## config.mk

```make
export PLATFORM = sky130hd
export DESIGN_NAME = rf_wb_scoreboard
export DESIGN_NICKNAME = d
export VERILOG_FILES = /design/src/rtl/rf_pkg.sv /design/src/rtl/rr_arb2.sv /design/src/rtl/rf_wb_scoreboard.sv
export SDC_FILE = /design/constraint.sdc
export NUM_CORES = 1
export LEC_CHECK = 0
export CAP_MARGIN = 20
export CORE_AREA = 2 2 85 148
export CTS_CLUSTER_DIAMETER = 30
export DETAILED_ROUTE_END_ITERATION = 12
export DIE_AREA = 0 0 87 150
export GPL_ROUTABILITY_DRIVEN = 0
export HOLD_SLACK_MARGIN = 0.08
export PLACE_DENSITY = 0.64
export SETUP_SLACK_MARGIN = 0.05
export SLEW_MARGIN = 15
export SYNTH_ARGS = -nofsm -noshare
export SYNTH_HDL_FRONTEND = slang
export SYNTH_SLANG_ARGS = --single-unit
```

## constraint.sdc

```tcl
create_clock -name clk -period 2 [get_ports clk]
set_input_delay 0.3 -clock clk [delete_from_list [all_inputs] [get_ports clk]]
set_output_delay 0.3 -clock clk [all_outputs]
set_load 0.05 [all_outputs]
```

## src/rtl/rf_pkg.sv

```systemverilog
// Shared constants and the write-back request bundle used by the
// register-file write-back controller and its arbiter.
package rf_pkg;

    localparam int DATA_W = 32;
    localparam int ADDR_W = 4;
    localparam int NREGS  = 16;

    typedef struct packed {
        logic              valid;
        logic [ADDR_W-1:0] waddr;
        logic [DATA_W-1:0] wdata;
    } wb_req_t;

endpackage

```

## src/rtl/rr_arb2.sv

```systemverilog
// Two-requester round-robin arbiter. The priority pointer only moves when both
// requesters collide, so a lone requester never steals the next tie.
module rr_arb2 (
    input  logic       clk,
    input  logic       rst,
    input  logic [1:0] req_i,
    output logic [1:0] gnt_o
);

    logic ptr_q;
    logic ptr_d;

    // ptr_q low favours requester 0 on the next tie, high favours requester 1
    always_comb begin
        gnt_o = req_i;
        ptr_d = ptr_q;
        if (req_i[0] && req_i[1]) begin
            gnt_o = ptr_q ? 2'b10 : 2'b01;
            ptr_d = ~ptr_q;
        end
    end

    always_ff @(posedge clk or negedge rst) begin
        if (!rst) begin
            ptr_q <= 1'b0;
        end else begin
            ptr_q <= ptr_d;
        end
    end

endmodule

```

## src/rtl/rf_wb_scoreboard.sv

```systemverilog
// Write-back controller and busy-bit scoreboard in front of the 16x32 register
// file: merges ALU and load write-backs onto one write port and stalls issue.
module rf_wb_scoreboard
    import rf_pkg::*;
(
    input  logic              clk,
    input  logic              rst,
    input  logic              iss_valid,
    output logic              iss_ready,
    input  logic              iss_use1,
    input  logic [ADDR_W-1:0] iss_raddr1,
    input  logic              iss_use2,
    input  logic [ADDR_W-1:0] iss_raddr2,
    input  logic              iss_wen,
    input  logic [ADDR_W-1:0] iss_waddr,
    input  logic              alu_valid,
    output logic              alu_ready,
    input  logic [ADDR_W-1:0] alu_waddr,
    input  logic [DATA_W-1:0] alu_wdata,
    input  logic              mem_valid,
    output logic              mem_ready,
    input  logic [ADDR_W-1:0] mem_waddr,
    input  logic [DATA_W-1:0] mem_wdata,
    output logic              rf_wen,
    output logic [ADDR_W-1:0] rf_waddr,
    output logic [DATA_W-1:0] rf_wdata,
    output logic [NREGS-1:0]  busy_vec,
    output logic              err_spurious
);

    wb_req_t             alu_req;
    wb_req_t             mem_req;
    wb_req_t             win_req;
    logic [1:0]          gnt;
    logic                iss_fire;

    logic [NREGS-1:0]    busy_q;
    logic [NREGS-1:0]    busy_d;
    logic                rf_wen_q;
    logic                rf_wen_d;
    logic [ADDR_W-1:0]   rf_waddr_q;
    logic [ADDR_W-1:0]   rf_waddr_d;
    logic [DATA_W-1:0]   rf_wdata_q;
    logic [DATA_W-1:0]   rf_wdata_d;
    logic                err_q;
    logic                err_d;

    always_comb begin
        alu_req = '{valid: alu_valid, waddr: alu_waddr, wdata: alu_wdata};
        mem_req = '{valid: mem_valid, waddr: mem_waddr, wdata: mem_wdata};
    end

    // Requester 0 is the ALU so it wins the first tie after reset
    rr_arb2 u_arb (
        .clk   (clk),
        .rst   (rst),
        .req_i ({mem_req.valid, alu_req.valid}),
        .gnt_o (gnt)
    );

    assign alu_ready = gnt[0];
    assign mem_ready = gnt[1];
    assign win_req   = gnt[1] ? mem_req : alu_req;

    assign iss_ready = !((iss_use1 && busy_q[iss_raddr1]) ||
                         (iss_use2 && busy_q[iss_raddr2]) ||
                         (iss_wen  && busy_q[iss_waddr]));
    assign iss_fire  = iss_valid && iss_ready;

    // Clear is applied before set so a same-register collision leaves it busy
    always_comb begin
        busy_d = busy_q;
        if (rf_wen_q) begin
            busy_d[rf_waddr_q] = 1'b0;
        end
        if (iss_fire && iss_wen) begin
            busy_d[iss_waddr] = 1'b1;
        end
        err_d      = err_q | (rf_wen_q & ~busy_q[rf_waddr_q]);
        rf_wen_d   = |gnt;
        rf_waddr_d = rf_waddr_q;
        rf_wdata_d = rf_wdata_q;
        if (|gnt) begin
            rf_waddr_d = win_req.waddr;
            rf_wdata_d = win_req.wdata;
        end
    end

    always_ff @(posedge clk or negedge rst) begin
        if (!rst) begin
            busy_q     <= '0;
            rf_wen_q   <= 1'b0;
            rf_waddr_q <= '0;
            rf_wdata_q <= '0;
            err_q      <= 1'b0;
        end else begin
            busy_q     <= busy_d;
            rf_wen_q   <= rf_wen_d;
            rf_waddr_q <= rf_waddr_d;
            rf_wdata_q <= rf_wdata_d;
            err_q      <= err_d;
        end
    end

    assign busy_vec     = busy_q;
    assign rf_wen       = rf_wen_q;
    assign rf_waddr     = rf_waddr_q;
    assign rf_wdata     = rf_wdata_q;
    assign err_spurious = err_q;

endmodule

```

==> results by group, run 1 <==
Global route
  – Total Routing Usage GR: 19.8%
  – First-pass GRT wire length: 19.7 mm
  – Largest net degree at the start of global routing: 47
  – Antenna violations before repair: 0
  – Gr ovfl total: 0
  – Number of global-route vias before repair: 3828

Timing
  – Fin crit share: 118%
  – RSZ-0062 raised after global routing: true
  – Normalized max-slew margin: 62.4%
  – Endpoints failing setup: 17
  – Skew final: 0.00435 ns
  – Worst slew pin tran: 0.563 ns
  – Maximum clock frequency: 0.422 GHz
  – Final worst path period need: 2.37 ns
  – Max Transition Viols Final: 0
  – Final hold violations: 0
  – Final WS setup: -0.369 ns

Floorplan
  – Rows: 53
  – Starting Density: 28.2%
  – IO Pins: 149
  – Placeable Area: 11900 um2
  – Die Wd: 87 um
  – Die ar.: 13100 um2
  – Die Y: 150 um

Placed design
  – DP HPWL: 10.2 mm
  – Placed instance count: 673
  – Port bufs: 148

Power
  – Comb pwr share: 61.5%
  – Net Sw Frac: 46.9%
  – Leakage: 2.44 nW
  – Power share of the clock group: 12.6%
  – Sequential Power Share: 25.9%
  – Tot Pwr: 7.11 mW
  – Switching power: 3.33 mW
  – VDD IR-drop max: 477 uV
  – Internal: 3.78 mW
  – Power Dens Cells: 1220 nW/um2

Critical path
  – Critical-path maximum fanout: 4
  – CP required: 1.70 ns
  – Cell Chain, Critical Path: buf_6 > mux4_2 > mux2i_1 > nor2b_1 > nor2b_4 > nor3_4 > buf_12
  – Crit. path cell count: 7
  – Largest stage delay, worst path: 0.47 ns
  – CP Capture Type: output port
  – Data arrival time of the critical path: 2.07 ns
  – Critical setup path kind: reg -> out
  – Register-to-Register Path Depth: 8
  – CP startpoint kind: flip-flop
  – CP max stage cell: dfrtp_2
  – Worst path bufs/invs: 2
  – Delay-heaviest family, CP: multiplexers

Drt
  – 1st-iter DRT viols: 163
  – Vias/cell: 5.36
  – Routed Antenna Nets: 0
  – DRC viols: 0
  – Routed wire length per instance: 19.3 um
  – Detailed Routing Iterations Pass 1: 6
  – Wirelength, routed: 13.4 mm
  – Via count: 3722

Yosys
  – Synth Net Count: 466
  – Synth Instances: 374
  – Post-synth ARST share: 100%
  – Most common cell in the netlist: a21oi_1
  – #FFs+latches synth: 55
  – Post-synth EDFFs: 0
  – Ys flop type: dfrtp_1
  – Leading area contributor after synthesis: dfrtp_1
  – Synth cell types: 31
  – Syn avg cell area: 8.95 um2
  – Commonest cells post-synth: 64 x a21oi_1, 55 x dfrtp_1, 52 x o21ai_0
  – Post-synth top area share: 41.1%
  – Synth area leaders: dfrtp_1 41%, a21oi_1 9.6%, o21ai_0 7.8%
  – Sequential share of the synthesized area: 41.1%
  – Syn. warnings: 0
  – Post-Syn Area: 3350 um2

Final layout
  – Share of cells above drive strength 1: 22.1%
  – Final non-filler cell total: 694
  – Diodes inserted: 0
  – P&R area growth vs syn: 74.0%
  – Post-layout net count: 648

Clock tree
  – CTS tree: yes
  – CTS Root Cell: clkbuf_16
  – Reg clk slew, reported paths: 0.07 ns
  – Clock Latency Late Sink: 0.29 ns
  – H-Tree Depth: 2
  – CTS max path bufs: 2
  – CTS Buf Count: 5
  – Sink Count: 55

Outcome
  – Status: finished with violations
  – Failing checks: negative setup slack

Hold path
  – Worst Hold Depth: 3
  – Worst min-delay path category: in -> reg

Job
  – Max-cap violations: 0
==> power groups by stage <==
stage / registers (mW) / clock network, mW / logic [mW]
after floorplan: 2.92 / 0 / 1.09
after global placement: 1.84 / 0 / 3.82
after detailed placement: 1.85 / 0 / 3.86
after CTS: 1.83 / 0.923 / 4.14
after global routing: 1.88 / 0.951 / 4.57
final: 1.84 / 0.895 / 4.37
==> cells in the final DEF (no fill, tap or decap), types with 2 or more instances in the layout <==
cell	netlist	final
a22oi_1	4	4
nand3b_1	2	2
mux4_2	10	12
buf_12	0	4
inv_1	7	7
nor2b_1	6	5
dlygate4sd2_1	0	7
dfrtp_2	0	15
nor2_1	5	5
o41ai_4	0	5
or2_2	3	3
a21oi_1	64	64
or3_1	2	2
nand2b_1	36	36
dlymetal6s2s_1	0	7
o21ai_0	52	52
clkdlybuf4s50_1	0	128
mux2i_1	15	15
buf_2	4	2
or4_1	2	2
dfrtp_1	55	40
nand2_1	40	40
nand3_1	10	10
o31ai_4	0	8
buf_4	0	45
o21ai_2	0	2
buf_6	2	9
o2111ai_2	0	4
clkbuf_16	0	5
nand4_1	3	3
==> sequential cells by signal (all words and copies together) (netlist names) <==
signal / flops
busy_vec: 16
err_spurious: 1
rf_waddr: 4
rf_wdata: 32
rf_wen: 1
u_arb.ptr_q: 1
==> worst min-delay path, cell delays in order <==
cell	delay (ns)
buf_2	0.14
nand2_1	0.08
o21ai_0	0.07
==> path summary, 6_finish.rpt <==
| path | slack, ns | from | end |
|---|---|---|---|
| worst max register to register | -0.21 | busy_vec[15] | busy_vec[8] |
| worst max-delay path | -0.37 | busy_vec[11] | iss_ready |
| worst min-delay path | 0.34 | alu_valid | rf_wdata[15] |
| worst min register to register | 0.48 | err_spurious | err_spurious |
| max in group asynchronous | 0.91 | rst | rf_wdata[14] |
| min in group asynchronous | 0.51 | rst | busy_vec[10] |
==> per-stage QoR <==
step / hold slack (ns) / utilization, % / TNS (ns) / worst slack, ns / cell area [um2]
after global placement: 0.310 / 44.2 / -8.56 / -0.610 / 5250
final: 0.343 / 49.1 / -2.28 / -0.369 / 5820
after detailed placement: 0.309 / 44.2 / -9.73 / -0.705 / 5250
after floorplan: 0.00441 / - / -0.422 / -0.422 / 3380
after global routing: 0.346 / 49.1 / -3.33 / -0.429 / 5820
after CTS: 0.335 / 47.6 / -0.846 / -0.342 / 5650
==> per-layer routing <==
| metal | track usage [%] | routed length (um) | vias up |
|---|---|---|---|
| li1 | - | - | 1719 |
| met1 | 19.9 | 4500 | 1787 |
| met2 | 37.3 | 7560 | 177 |
| met3 | 3.25 | 751 | 39 |
| met4 | 10.6 | 597 | 0 |
| met5 | 0 | 0 | - |
==> cells by family after synthesis <==
| group | share of synthesized area [%] |
|---|---|
| xor+xnor | 0.262 |
| mux | 12.8 |
| buf+inv | 4.64 |
| simple gates | 17.1 |
| flops | 41.1 |
| compound gates | 24.1 |
==> layout make-up <==
class	count	area [um2]
clock inverters	1	5.00
flip-flops and latches	55	1400
clock buffers	7	143
fillers	1091	6050
multi-input cells	283	2090
inverters	7	26.3
repair buffers	204	2000
well taps	137	171
==> what timing repair did <==
item	CTS	global route
gates cloned	1	0
pin swaps	11	6
setup endpoints to repair	21	24
resized for setup	36	26
endpoints found under the hold margin	18	0
hold buffers	1	0
buffers inserted	13	1
(Power assumes the default switching activity.)
==> inputs of run 2 (changes only) <==
--- a/config.mk
+++ b/config.mk
@@ -15,3 +15,3 @@
 export PLACE_DENSITY = 0.64
-export SETUP_SLACK_MARGIN = 0.05
+export SETUP_SLACK_MARGIN = 0.5
 export SLEW_MARGIN = 15
==> constraint.sdc (replaced) <==
create_clock -name clk -period 2 [get_ports clk]
set_input_delay 0.4 -clock clk [delete_from_list [all_inputs] [get_ports clk]]
set_output_delay 0.4 -clock clk [all_outputs]
set_load 0.05 [all_outputs]
==> results by group, run 2 (synthesis gave the netlist of run 1 again) <==
Critical path
  – Cell Chain, Critical Path: buf_6 > mux4_2 > mux2i_1 > nor2b_1 > nor2b_4 > nor3_4 > buf_12
  – CP required: 1.60 ns (-0.10 ns)
  – Critical setup path kind: reg -> out
  – Delay-heaviest family, CP: multiplexers
  – Largest stage delay, worst path: 0.46 ns (about the same)
  – Data arrival time of the critical path: 2.07 ns (about the same)
  – R2R Setup Slk: -0.15 ns (+0.06 ns)
  – CP Capture Type: output port
  – Critical path startpoint: busy_vec[3]
  – Crit. path cell count: 7 (unchanged)
  – Reg-to-reg critical path startpoint: busy_vec[3]
  – Critical-path maximum fanout: 4 (unchanged)
  – Worst path bufs/invs: 2 (unchanged)
  – R2R Path End: busy_vec[11]
  – CP startpoint kind: flip-flop
  – CP max stage cell: dfrtp_2
  – Register-to-Register Path Depth: 8 (unchanged)
  – Crit path capture: iss_ready

Global route
  – First-pass GRT wire length: 19.4 mm (-1.4%)
  – Largest net degree at the start of global routing: 56 (+19%)
  – Gr ovfl total: 0 (unchanged)
  – Total Routing Usage GR: 19.2% (-0.57 points)
  – Antenna violations before repair: 0 (unchanged)
  – Number of global-route vias before repair: 3866 (+0.99%)

Placed design
  – Placed inst area: 5220 um2 (-0.60%)
  – Placed instance count: 671 (-0.30%)
  – DP HPWL: 9.55 mm (-6.0%)
  – Port bufs: 148 (unchanged)
  – Dpl ws: -0.790 ns (-0.0842 ns)

Final layout
  – Largest register FFs: 32 (unchanged)
  – Share of cells above drive strength 1: 30.6% (+8.5 points)
  – Diodes inserted: 0 (unchanged)
  – Most common cell after layout, fill and taps aside: clkdlybuf4s50_1
  – Fillers: 1101 (+0.92%)
  – Multi-input gate area: 1920 um2 (-7.9%)
  – Commonest non-fill, non-tap cells in the layout: 82 x clkdlybuf4s50_1, 64 x a21oi_1, 59 x buf_4
  – Final non-filler cell total: 690 (-0.58%)
  – Post-layout net count: 644 (-0.62%)
  – Cell area after layout: 5590 um2 (-4.0%)
  – Final Util: 47.1% (-1.9 points)
  – P&R area growth vs syn: 67.1%
  – FF+latch area: 1400 um2 (+0.36%)

Drt
  – Routed Antenna Nets: 0 (unchanged)
  – Vias/cell: 5.27 (-1.7%)
  – Via count: 3639 (-2.2%)
  – Routed wire length per instance: 18.2 um (-5.7%)
  – Detailed Routing Iterations Pass 1: 4 (-2)
  – DRC viols: 0 (unchanged)
  – Wirelength, routed: 12.6 mm (-6.2%)
  – 1st-iter DRT viols: 137 (-16%)

Power
  – Comb pwr share: 59.5% (-2.0 points)
  – Switching power: 3.17 mW (-4.9%)
  – Power share of the clock group: 13.3% (+0.7 points)
  – Leakage: 2.32 nW (-5.0%)
  – Internal: 3.60 mW (-4.8%)
  – Net Sw Frac: 46.8% (about the same)
  – VDD IR-drop max: 446 uV (-6.5%)
  – Power Dens Cells: 1210 nW/um2 (-0.90%)
  – Sequential Power Share: 27.2% (+1.3 points)

Timing
  – Final hold violations: 0 (unchanged)
  – Post-route setup TNS: -1.53 ns (+0.753 ns)
  – Final WS setup: -0.474 ns (-0.105 ns)
  – Endpoints failing setup: 17 (unchanged)
  – Maximum clock frequency: 0.404 GHz (-4.3%)
  – RSZ-0062 raised after global routing: true
  – Max Transition Viols Final: 0 (unchanged)
  – Normalized max-slew margin: 75.8% (+13 points)
  – Skew final: 0.00709 ns (+0.00274 ns)
  – Fin crit share: 124% (+5.3 points)
  – Final worst path period need: 2.47 ns (+0.105 ns)
  – Worst slew pin tran: 0.363 ns (-0.200 ns)

Floorplan
  – Starting Density: 28.2% (unchanged)
  – Die Wd: 87 um (unchanged)
  – Placeable Area: 11900 um2 (unchanged)
  – Die ar.: 13100 um2 (unchanged)
  – Die Y: 150 um (unchanged)
  – IO Pins: 149 (unchanged)
  – Rows: 53 (unchanged)

Clock tree
  – CTS tree: yes
  – Hold buffer count at cts: 0 (-1)
  – CTS Buf Count: 5 (unchanged)
  – CTS Root Cell: clkbuf_16
  – Reg clk slew, reported paths: 0.07 ns (about the same)
  – CTS max path bufs: 2 (unchanged)
  – Sink Count: 55 (unchanged)
  – Clock Latency Late Sink: 0.29 ns (about the same)
  – H-Tree Depth: 2 (unchanged)

Job
  – Max-cap violations: 0 (unchanged)

Outcome
  – Status: finished with violations
  – Failing checks: negative setup slack

Hold path
  – Worst min-delay path category: in -> async
[run 2: cell count changes in the layout (fill, tap and decap cells not counted), moves of 5 or more]
cell             previous run  this run
o31ai_1                     0         5
o41ai_2                     1         6
dlymetal6s2s_1              7         0
clkdlybuf4s50_1           128        82
clkdlybuf4s15_2             0        28
o41ai_4                     5         0
buf_4                      45        59
o31ai_4                     8         0
[run 2: worst min-delay path by stage]
stage               startpoint           to  slack, ns
global route               rst  busy_vec[1]       0.12
floorplan                  rst  busy_vec[0]       0.10
global placement           rst  busy_vec[1]       0.42
detailed placement         rst  busy_vec[1]       0.43
finish                     rst  busy_vec[1]       0.08
CTS                        rst  busy_vec[0]       0.11
[run 2: repair_timing]
| action | in CTS | in global routing |
|---|---|---|
| cloned | 0 | 0 |
| resized for setup | 132 | 10 |
| pin swaps | 8 | 6 |
| setup endpoints to repair | 87 | 21 |
| buffers inserted | 9 | 2 |
[run 2: layer usage]
| layer | GRT usage (%) | vias to the layer above | part of all wire [%] |
|---|---|---|---|
| met3 | 2.81 | 35 | 4.7 |
| met5 | 0 | - | 0 |
| met1 | 20.2 | 1743 | 37 |
| met4 | 8.75 | 0 | 3.5 |
| li1 | - | 1712 | - |
| met2 | 36.3 | 149 | 55 |
[run 2: final cells by class]
class,count,area share (%)
multi-input combinational,283,34.4
timing repair buffer,200,34.4
sequential,55,25.0
tap,137,3.06
clock buffer,7,2.55
inverter,7,0.470
clock inverter,1,0.157
[run 2: stage by stage]
step                      total power, mW  hold slack, ns
after floorplan                      4.05           0.104
after global placement               5.63           0.423
after detailed placement             5.69           0.428
after CTS                            6.76           0.109
after global routing                 7.11           0.123
final                                6.77          0.0772
[run 2: power groups by stage]
stage / logic, mW / clock network, mW / registers (mW)
2_1_floorplan: 1.12 / 0 / 2.93
3_3_place_gp: 3.75 / 0 / 1.88
3_5_place_dp: 3.81 / 0 / 1.89
4_1_cts: 3.99 / 0.938 / 1.83
5_1_grt: 4.25 / 0.973 / 1.89
6_report: 4.03 / 0.897 / 1.84
==> inputs of run 3 (changes only) <==
--- a/config.mk
+++ b/config.mk
@@ -8,9 +8,9 @@
 export CAP_MARGIN = 20
-export CORE_AREA = 2 2 85 148
+export CORE_AREA = 2 2 82 143
 export CTS_CLUSTER_DIAMETER = 30
 export DETAILED_ROUTE_END_ITERATION = 12
-export DIE_AREA = 0 0 87 150
+export DIE_AREA = 0 0 84 145
 export GPL_ROUTABILITY_DRIVEN = 0
 export HOLD_SLACK_MARGIN = 0.08
-export PLACE_DENSITY = 0.64
+export PLACE_DENSITY = 0.65
 export SETUP_SLACK_MARGIN = 0.5
@@ -19,2 +19,3 @@
 export SYNTH_HDL_FRONTEND = slang
+export SYNTH_HIERARCHICAL = 1
 export SYNTH_SLANG_ARGS = --single-unit
==> constraint.sdc (replaced) <==
create_clock -name clk -period 2 [get_ports clk]
set_input_delay 0.3 -clock clk [delete_from_list [all_inputs] [get_ports clk]]
set_output_delay 0.3 -clock clk [all_outputs]
set_load 0.05 [all_outputs]
==> results by group, run 3 <==
Final layout
  – Multi-input gate area: 1900 um2 (-0.91%)
  – P&R area growth vs syn: 78.4%
  – Post-layout net count: 580 (-9.9%)
  – Cell area after layout: 5580 um2 (-0.29%)
  – Share of cells above drive strength 1: 31.7% (+1.1 points)
  – Largest register FFs: 32 (unchanged)
  – Fillers: 1036 (-5.9%)
  – Most common cell after layout, fill and taps aside: clkdlybuf4s50_1
  – FF+latch area: 1400 um2 (about the same)
  – Diodes inserted: 0 (unchanged)
  – Commonest non-fill, non-tap cells in the layout: 82 x clkdlybuf4s50_1, 44 x mux2i_1, 43 x buf_4

Drt
  – Met3 wire length: 652 um (+9.9%)
  – Wirelength, routed: 11.2 mm (-11%)
  – Routed wire length per instance: 18.0 um (-1.5%)
  – Detailed Routing Iterations Pass 1: 4 (unchanged)
  – Routed Antenna Nets: 0 (unchanged)
  – Top Layer Used: met4
  – 1st-iter DRT viols: 98 (-28%)
  – Routed wl met2: 6.14 mm (-11%)
  – Met1 Wirelength: 3.80 mm (-18%)
  – Via count: 3219 (-12%)
  – Vias/cell: 5.18 (-1.7%)
  – DRC viols: 0 (unchanged)

Hold path
  – Worst min-delay path category: in -> reg
  – Worst Hold Depth: 4
  – Hold wc startpoint: alu_valid

Clock tree
  – Reg clk slew, reported paths: 0.07 ns (about the same)
  – H-Tree Depth: 2 (unchanged)
  – CTS tree: yes
  – Clock Latency Late Sink: 0.29 ns (about the same)
  – Sink Count: 55 (unchanged)
  – CTS max path bufs: 2 (unchanged)
  – CTS Root Cell: clkbuf_16
  – CTS Buf Count: 5 (unchanged)

Yosys
  – Commonest cells post-synth: 55 x dfrtp_1, 52 x o21ai_0, 47 x mux2i_1
  – Leading area contributor after synthesis: dfrtp_1
  – Post-synth ARST share: 100% (unchanged)
  – Post-synth top area share: 44.0% (+2.9 points)
  – Post-synth EDFFs: 0 (unchanged)
  – Syn avg cell area: 10.3 um2 (+15%)
  – Ys flop type: dfrtp_1
  – Synth Instances: 303 (-19%)
  – Synth cell types: 33 (+6.5%)
  – Syn. warnings: 6 (+6)
  – #FFs+latches synth: 55 (unchanged)
  – Synth Net Count: 395 (-15%)
  – Post-Syn Area: 3130 um2 (-6.6%)
  – Synth area leaders: dfrtp_1 44%, mux2i_1 15%, o21ai_0 8.3%
  – Most common cell in the netlist: dfrtp_1
  – Sequential share of the synthesized area: 44.0% (+2.9 points)

Global route
  – Total Routing Usage GR: 17.3% (-1.9 points)
  – Gr ovfl total: 0 (unchanged)
  – Largest net degree at the start of global routing: 67 (+20%)
  – Number of global-route vias before repair: 3396 (-12%)
  – First-pass GRT wire length: 17.0 mm (-12%)
  – Antenna violations before repair: 0 (unchanged)

Placed design
  – Dpl ws: -0.554 ns (+0.235 ns)
  – DP HPWL: 8.34 mm (-13%)
  – Placed inst area: 5100 um2 (-2.3%)
  – Port bufs: 148 (unchanged)

Timing
  – Endpoints failing setup: 14 (-3)
  – Final worst path period need: 2.35 ns (-0.129 ns)
  – Post-route setup TNS: -1.52 ns (+0.00221 ns)
  – Worst slew pin tran: 0.520 ns (+0.157 ns)
  – Final WS setup: -0.346 ns (+0.129 ns)
  – Normalized max-slew margin: 65.4% (-10 points)
  – Maximum clock frequency: 0.426 GHz (+5.5%)
  – Final hold violations: 0 (unchanged)
  – RSZ-0062 raised after global routing: true
  – Fin crit share: 117% (-6.4 points)
  – Max Transition Viols Final: 0 (unchanged)
  – Skew final: 0.00263 ns (-0.00445 ns)

Floorplan
  – Die ar.: 12200 um2 (-6.7%)
  – Placeable Area: 11000 um2 (-7.0%)
  – IO Pins: 149 (unchanged)
  – Die Wd: 84 um (-3.4%)
  – Die Y: 145 um (-3.3%)
  – Rows: 51 (-3.8%)
  – Starting Density: 28.3% (+0.13 points)

Critical path
  – Critical setup path kind: reg -> out
  – Critical path startpoint: busy_vec[9]
  – CP required: 1.70 ns (+0.10 ns)
  – Critical-path maximum fanout: 6 (+2)
  – Reg-to-reg critical path startpoint: busy_vec[9]
  – Register-to-Register Path Depth: 6 (-2)
  – CP Capture Type: output port
  – CP startpoint kind: flip-flop
  – Data arrival time of the critical path: 2.05 ns (-0.02 ns)

Power
  – Leakage: 2.37 nW (+2.3%)
  – Power Dens Cells: 1290 nW/um2 (+6.7%)
  – VDD IR-drop max: 1020 uV (+130%)
  – Tot Pwr: 7.20 mW (+6.4%)

Outcome
  – Failing checks: negative setup slack
  – Status: finished with violations

Job
  – Max-cap violations: 0 (unchanged)
## run 3: repair_timing
item,in CTS,in global routing
pin swaps,5,8
cloned,0,4
endpoints found under the hold margin,19,0
setup endpoints to repair,70,72
setup buffers,5,3
hold buffers,1,0
gates resized for setup,122,67
## run 3: cells by family after synthesis
kind of cell | synth area share [%]
AO/OA/AOI/OAI | 15.5
AND/OR/NAND/NOR | 12.1
multiplexers | 23.9
flip-flops | 44.0
buffers and inverters | 4.12
XOR/XNOR | 0.280
## run 3: per-stage QoR
stage / util (%) / hold slack (ns) / cells
2_1_floorplan: - / 0.00441 / 303
3_3_place_gp: 46.2 / 0.296 / 600
3_5_place_dp: 46.2 / 0.300 / 600
4_1_cts: 48.1 / 0.473 / 614
5_1_grt: 50.5 / 0.525 / 621
6_report: 50.5 / 0.485 / 621
## run 3: routing by layer
layer | up-vias | track usage, %
met5 | - | 0
met4 | 0 | 9.03
met3 | 36 | 3.30
met2 | 146 | 32.2
met1 | 1550 | 18.0
li1 | 1487 | -
## run 3: cell type report
| class | instances | share of cell area [%] |
|---|---|---|
| timing repair buffer | 200 | 34.5 |
| multi-input combinational | 219 | 34.1 |
| sequential | 55 | 25.1 |
| tap | 132 | 2.96 |
| clock buffer | 8 | 2.80 |
| inverter | 7 | 0.471 |
## run 3: power by group
group / switching (mW) / total, mW / internal [mW]
clock: 0.384 / 0.918 / 0.534
sequential: 0.432 / 1.96 / 1.53
combinational: 2.60 / 4.33 / 1.72
## run 3: worst paths after layout
| kind | end | slack [ns] |
|---|---|---|
| worst min-delay path | u_arb/ptr_q | 0.48 |
| max in group asynchronous | busy_vec[14] | 0.85 |
| min in group asynchronous | rf_wdata[6] | 0.50 |
| worst min register to register | err_spurious | 0.48 |
| worst max register to register | busy_vec[1] | -0.17 |
| worst max-delay path | iss_ready | -0.35 |
## run 3: worst max-delay path: stages (launching register included)
cell	delay, ns
dfrtp_2	0.47
mux4_2	0.51
o2111ai_4	0.24
nand4_4	0.17
nor3_4	0.20
buf_12	0.17
